[src/rtl/display_regs_pkg.sv]
// Shared definitions for the display register path: register numbers, legal
// value limits, screen codes and the commit FSM encoding.
package display_regs_pkg;

    localparam int unsigned MIF_REG      = 30;
    localparam int unsigned DIE_BASE_REG = 25;
    localparam int unsigned NUM_DICE     = 5;
    localparam int unsigned MAX_SCREEN   = 3;
    localparam int unsigned MAX_FACE     = 6;

    localparam logic [31:0] SCR_START  = 32'd0;
    localparam logic [31:0] SCR_PLAYER = 32'd1;
    localparam logic [31:0] SCR_LEADER = 32'd2;
    localparam logic [31:0] SCR_BOARD  = 32'd3;

    typedef enum logic {
        ST_IDLE  = 1'b0,
        ST_ARMED = 1'b1
    } bridge_state_e;

    function automatic logic is_die_addr(input logic [4:0] addr);
        return (addr >= 5'(DIE_BASE_REG)) && (addr < 5'(DIE_BASE_REG + NUM_DICE));
    endfunction

endpackage

[src/rtl/vsync_edge_det.sv]
// Detects the falling edge of an active-low vertical sync; the pulse is one clock wide.
// A fall is only reported once vs_n has been seen high since reset.
module vsync_edge_det (
    input  logic vga_clk,
    input  logic reset,
    input  logic vs_n,
    output logic vs_fall
);

    logic vs_d_q;
    logic seen_high_q;

    always_ff @(posedge vga_clk) begin
        if (reset) begin
            vs_d_q      <= 1'b1;
            seen_high_q <= 1'b0;
        end else begin
            vs_d_q      <= vs_n;
            seen_high_q <= seen_high_q | vs_n;
        end
    end

    // Gating with seen_high_q keeps a sync held low across reset from looking like a new frame.
    assign vs_fall = vs_d_q & ~vs_n & seen_high_q;

endmodule

[src/rtl/display_reg_bridge.sv]
// Shadows processor writes to the display registers and commits them as one set
// at the start of vertical sync; also counts frames.
module display_reg_bridge
    import display_regs_pkg::*;
(
    input  logic        vga_clk,
    input  logic        reset,
    input  logic        reg_we,
    input  logic [4:0]  reg_addr,
    input  logic [31:0] reg_wdata,
    input  logic        vs_n,
    output logic [31:0] mif_toggle,
    output logic [31:0] die1,
    output logic [31:0] die2,
    output logic [31:0] die3,
    output logic [31:0] die4,
    output logic [31:0] die5,
    output logic [31:0] ctr,
    output logic        pending,
    output logic        bad_write
);

    logic vs_fall;

    vsync_edge_det u_vsync_edge_det (
        .vga_clk (vga_clk),
        .reset   (reset),
        .vs_n    (vs_n),
        .vs_fall (vs_fall)
    );

    bridge_state_e state_q;
    logic [31:0]   shadow_mif_q;
    logic [31:0]   shadow_die_q [NUM_DICE];
    logic [31:0]   mif_q;
    logic [31:0]   die_q [NUM_DICE];
    logic [31:0]   ctr_q;
    logic          pending_q;
    logic          bad_write_q;

    logic          mif_hit;
    logic          mif_legal;
    logic          die_hit;
    logic [2:0]    die_idx;
    logic [31:0]   die_val;

    always_comb begin
        mif_hit   = reg_we && (reg_addr == 5'(MIF_REG));
        mif_legal = (reg_wdata <= 32'(MAX_SCREEN));
        die_hit   = reg_we && is_die_addr(reg_addr);
        die_idx   = 3'(reg_addr - 5'(DIE_BASE_REG));
        die_val   = (reg_wdata <= 32'(MAX_FACE)) ? reg_wdata : 32'd0;
    end

    always_ff @(posedge vga_clk) begin
        if (reset) begin
            state_q      <= ST_IDLE;
            shadow_mif_q <= SCR_START;
            mif_q        <= SCR_START;
            ctr_q        <= 32'd0;
            pending_q    <= 1'b0;
            bad_write_q  <= 1'b0;
            // NOTE: the shadow and output dice are reset too; a reset must drop any uncommitted faces.
            for (int k = 0; k < NUM_DICE; k++) begin
                shadow_die_q[k] <= 32'd0;
                die_q[k]        <= 32'd0;
            end
        end else begin
            if (vs_fall) begin
                ctr_q <= ctr_q + 32'd1;
                if (state_q == ST_ARMED) begin
                    mif_q     <= shadow_mif_q;
                    die_q     <= shadow_die_q;
                    state_q   <= ST_IDLE;
                    pending_q <= 1'b0;
                end
            end
            // NOTE: non-blocking reads above see the pre-write shadow, and these later
            // assignments win, so a write on the commit cycle stays armed for the next frame.
            if (mif_hit) begin
                if (mif_legal) begin
                    shadow_mif_q <= reg_wdata;
                    state_q      <= ST_ARMED;
                    pending_q    <= 1'b1;
                end else begin
                    bad_write_q  <= 1'b1;
                end
            end
            if (die_hit) begin
                shadow_die_q[die_idx] <= die_val;
                state_q               <= ST_ARMED;
                pending_q             <= 1'b1;
            end
        end
    end

    assign mif_toggle = mif_q;
    assign die1       = die_q[0];
    assign die2       = die_q[1];
    assign die3       = die_q[2];
    assign die4       = die_q[3];
    assign die5       = die_q[4];
    assign ctr        = ctr_q;
    assign pending    = pending_q;
    assign bad_write  = bad_write_q;

endmodule
[config.mk]
export PLATFORM = sky130hd
export DESIGN_NAME = display_reg_bridge
export DESIGN_NICKNAME = d
export VERILOG_FILES = /design/src/rtl/display_regs_pkg.sv /design/src/rtl/vsync_edge_det.sv /design/src/rtl/display_reg_bridge.sv
export SDC_FILE = /design/constraint.sdc
export NUM_CORES = 1
export LEC_CHECK = 0
export CORE_MARGIN = 3
export CORE_UTILIZATION = 43
export CTS_CLUSTER_SIZE = 16
export DETAILED_ROUTE_END_ITERATION = 7
export GPL_TIMING_DRIVEN = 0
export PLACE_DENSITY = 0.8
export SETUP_SLACK_MARGIN = 0.4
export SLEW_MARGIN = 20
export SYNTH_ARGS = -nofsm -noshare
export SYNTH_HDL_FRONTEND = slang
export SYNTH_SLANG_ARGS = --single-unit
[constraint.sdc]
create_clock -name vga_clk -period 4.2 [get_ports vga_clk]
set_clock_uncertainty 0.1 [all_clocks]
set_input_delay 0.84 -clock vga_clk [delete_from_list [all_inputs] [get_ports vga_clk]]
set_output_delay 0.84 -clock vga_clk [all_outputs]
set_load 0.005 [all_outputs]
==> summary.md <==
| Metric | Value |
|---|---|
| FILL cells | `2613` |
| Yosys cell types | `40` |
| Fin crit period | `3187 ps` |
| P per Cell Area | `435.9 nW/um^2` |
| Die Y | `184.8 um` |
| Mapped Avg Cell Area | `9.106 sq um` |
| Slew @ Worst Pin | `870.5 ps` |
| Met2 usage in global routing | `0.3570` |
| Worst Hold Class | `flip-flop to flip-flop` |
| Crit share post-route | `0.7587` |
| Setup TNS | `0 ps` |
| Flops & latches, synth | `421` |
| Ys flop type | `dfxtp_1` |
| Sequential share of the synthesized area | `0.6130` |
| # clock sinks | `421` |
| Cts hold-fix bufs | `0` |
| DR vias/cell | `5.005` |
| 1st-pass router iterations | `5` |
| Synth Warn # | `0` |
| Status | `complete, no violations` |
| Top-area cell type share of the netlist area | `0.6130` |
| Area contributors post-synth | `dfxtp_1, nand2_1, and2_1, a21oi_1, clkbuf_1` |
| Final Max Slew Viols | `0` |
| CP most frequent cell | `clkbuf_1` |
| Pleak | `0.006323 uW` |
| Met3 Use GR | `0.03515` |
| Bufs on Longest Clock Path | `3` |
| Die X | `184.8 um` |
| Vias | `11260` |
| Crit path max fanout | `10` |
| Slowest-stage cell, CP | `clkdlybuf4s50_1` |
| GRT overflow | `0` |
| H-tree Lvls | `2` |
| Setup Crit Path Kind | `primary input to flip-flop` |
| Number of global-route vias before repair | `11220` |
| Area growth, synth to finish | `33.49%` |
| Net count after synthesis | `1555` |
| Busiest grt layer | `met2` |
| Post-DP HPWL | `25.51 mm` |
| Multi-input logic area | `4882 sq um` |
| Post_cts resized | `0` |
| EDFF count, synth | `0` |
| Placed cell count | `2171` |
| Total CTS buffers | `43` |
| Post-Syn Area | `13750 sq um` |
| WL/cell | `15.91 um` |
| RSZ-0062 raised after global routing | `false` |
| Slowest stage delay, CP | `570 ps` |
| Worst setup margin | `1013 ps` |
| Crit-path cells | `clkdlybuf4s50_1 -> inv_1 -> ha_1 -> o31ai_1 -> clkbuf_1 -> a21oi_1 -> clkbuf_1 -> clkbuf_1 -> and2_1` |
| Async SR Flop Fraction | `0` |
| Clk slew on worst S/H paths | `60 ps` |
| Arrival time worst endpoint | `3500 ps` |
| Drc violations | `0` |
| Startpoint Class | `primary input` |
| PortBufs | `265` |
| Rows | `64` |
| Min Hold Slack | `347.9 ps` |
| Met1 usage | `0.2645` |
| Setup bufs post-CTS | `0` |
| Core Footprint | `31070 sq um` |
| Clock latency on the worst-skew pair | `520 ps` |
| Global Route Usage Sum | `0.2064` |
| Post-Synthesis Cells | `1510` |
| Routed Antenna Nets | `0` |
| Initial DRC count | `572` |
| Worst VDD drop | `0.3402 mV` |
| FF+latch area | `8428 sq um` |
| Die ar. | `34160 sq um` |
| Layout net count | `1865` |
| Max Cap Viol | `0` |
| Routed WL | `35.80 mm` |
| Critical Path RT | `4520 ps` |
| Initial antenna violation count | `1` |
| Maximum clock frequency | `0.3138 GHz` |
| CTS root buf | `clkbuf_16` |
| GPL Wtd Cong | `0.8309` |
| Largest net degree at the start of global routing | `16` |
| Final hold vios | `0` |
| First-pass GRT wire length | `57.19 mm` |
| Crit. End Element | `flip-flop` |
| Most numerous cell in the Yosys netlist | `dfxtp_1` |
| Worst slack, placed | `521.6 ps` |
| Yosys top cell by area | `dfxtp_1` |
| Layout cells sized above 1 | `0.04479` |
| Post-Layout Cell Count | `2250` |
| I/O pin count | `267` |
| # setup viols final | `0` |
| Most instantiated cells after synthesis | `dfxtp_1, nand2_1, a21oi_1` |
| Initial Util | `0.4425` |
| Normalized max-slew margin | `0.4197` |
| CTS tree | `done` |
[flip-flops by register name, summed over array words and instances (netlist names), 32 cells and up]
signal and cells:
mif_toggle 32, die2 32, die5 32, shadow_mif_q 32, shadow_die_q 160, die3 32, ctr 32, die1 32
die4 32
[cells in the final DEF (no fill, tap or decap), types with 4 or more instances in the layout]
| cell type | synthesis | routed |
|---|---|---|
| clkbuf_1 | 84 | 92 |
| nor2_1 | 18 | 18 |
| a21oi_1 | 223 | 223 |
| clkinv_2 | 0 | 6 |
| nand2_1 | 413 | 413 |
| o21ai_0 | 7 | 7 |
| nor4_1 | 12 | 12 |
| ha_1 | 4 | 4 |
| o22ai_1 | 12 | 12 |
| dfxtp_1 | 421 | 421 |
| clkbuf_16 | 0 | 45 |
| nand4_1 | 16 | 16 |
| buf_1 | 8 | 8 |
| nor3_1 | 8 | 8 |
| or4_1 | 15 | 15 |
| clkdlybuf4s50_1 | 0 | 265 |
| or3_1 | 10 | 10 |
| o31ai_1 | 15 | 15 |
| inv_1 | 8 | 8 |
| nand3_1 | 14 | 14 |
| xnor2_1 | 10 | 10 |
| clkbuf_8 | 1 | 13 |
| and2_1 | 179 | 179 |
[layout make-up]
cell class / instances / share of cell area
Clock inverter: 13 / 0.007226
Antenna cell: 1 / 0.0001363
Buffer: 98 / 0.02209
Inverter: 9 / 0.001841
Multi-Input combinational cell: 982 / 0.2660
Sequential cell: 421 / 0.4592
Timing Repair Buffer: 265 / 0.1445
Clock buffer: 65 / 0.07199
Tap cell: 396 / 0.02700
[worst paths after layout]
check,end,start,cells past startpoint,slack [ps]
max,shadow_die_q[150]$_SDFFE_PP0P_,reg_addr[0],9,1010
max reg2reg,ctr[30]$_SDFFE_PP0P_,ctr[0]$_SDFFE_PP0P_,6,1750
min reg2reg,die3[4]$_SDFFE_PP0P_,shadow_die_q[68]$_SDFFE_PP0P_,2,350
min,die3[4]$_SDFFE_PP0P_,shadow_die_q[68]$_SDFFE_PP0P_,2,350
[report_power, final]
| part | switching [uW] | internal, uW | leakage [uW] |
|---|---|---|---|
| clock network | 1530 | 2300 | 0.000713 |
| registers | 2.84 | 4000 | 0.00339 |
| logic | 112 | 57.0 | 0.00222 |
[logic make-up (layout without fill, tap and decap cells)]
group                      after synthesis  in the layout  synth area share
AOI/OAI and AO/OA                      264            264            0.1014
xor gates and xnor gates                12             12          0.007644
adders and majority gates                4              4          0.003640
DFF                                    421            421            0.6130
and+or+nand+nor                        701            701            0.2416
muxes                                    1              1         0.0008189
other                                    0              1                 0
buffers and inverters                  107            450           0.03194
[stage by stage]
stage               total power [uW]    util  cell area, sq um
finish                          8000  0.5907             18350
global route                    8275  0.5907             18350
CTS                             8077  0.5906             18350
detailed placement              4256  0.5439             16900
global placement                4251  0.5439             16900
floorplan                       4167       -             13750
[worst max-delay path, delay by kind of cell]
family	cells	cell delay, ps
buffers and inverters	5	1530
AO/OA/AOI/OAI	2	660
adder cells (fa/ha/maj)	1	260
AND/OR/NAND/NOR	1	220
[routing by layer]
metal	part of all wire	wire length (um)
met1	0.44	15620
met5	0	0
met2	0.48	17260
met4	0.027	975
met3	0.054	1942
(Power assumes the default switching activity.)
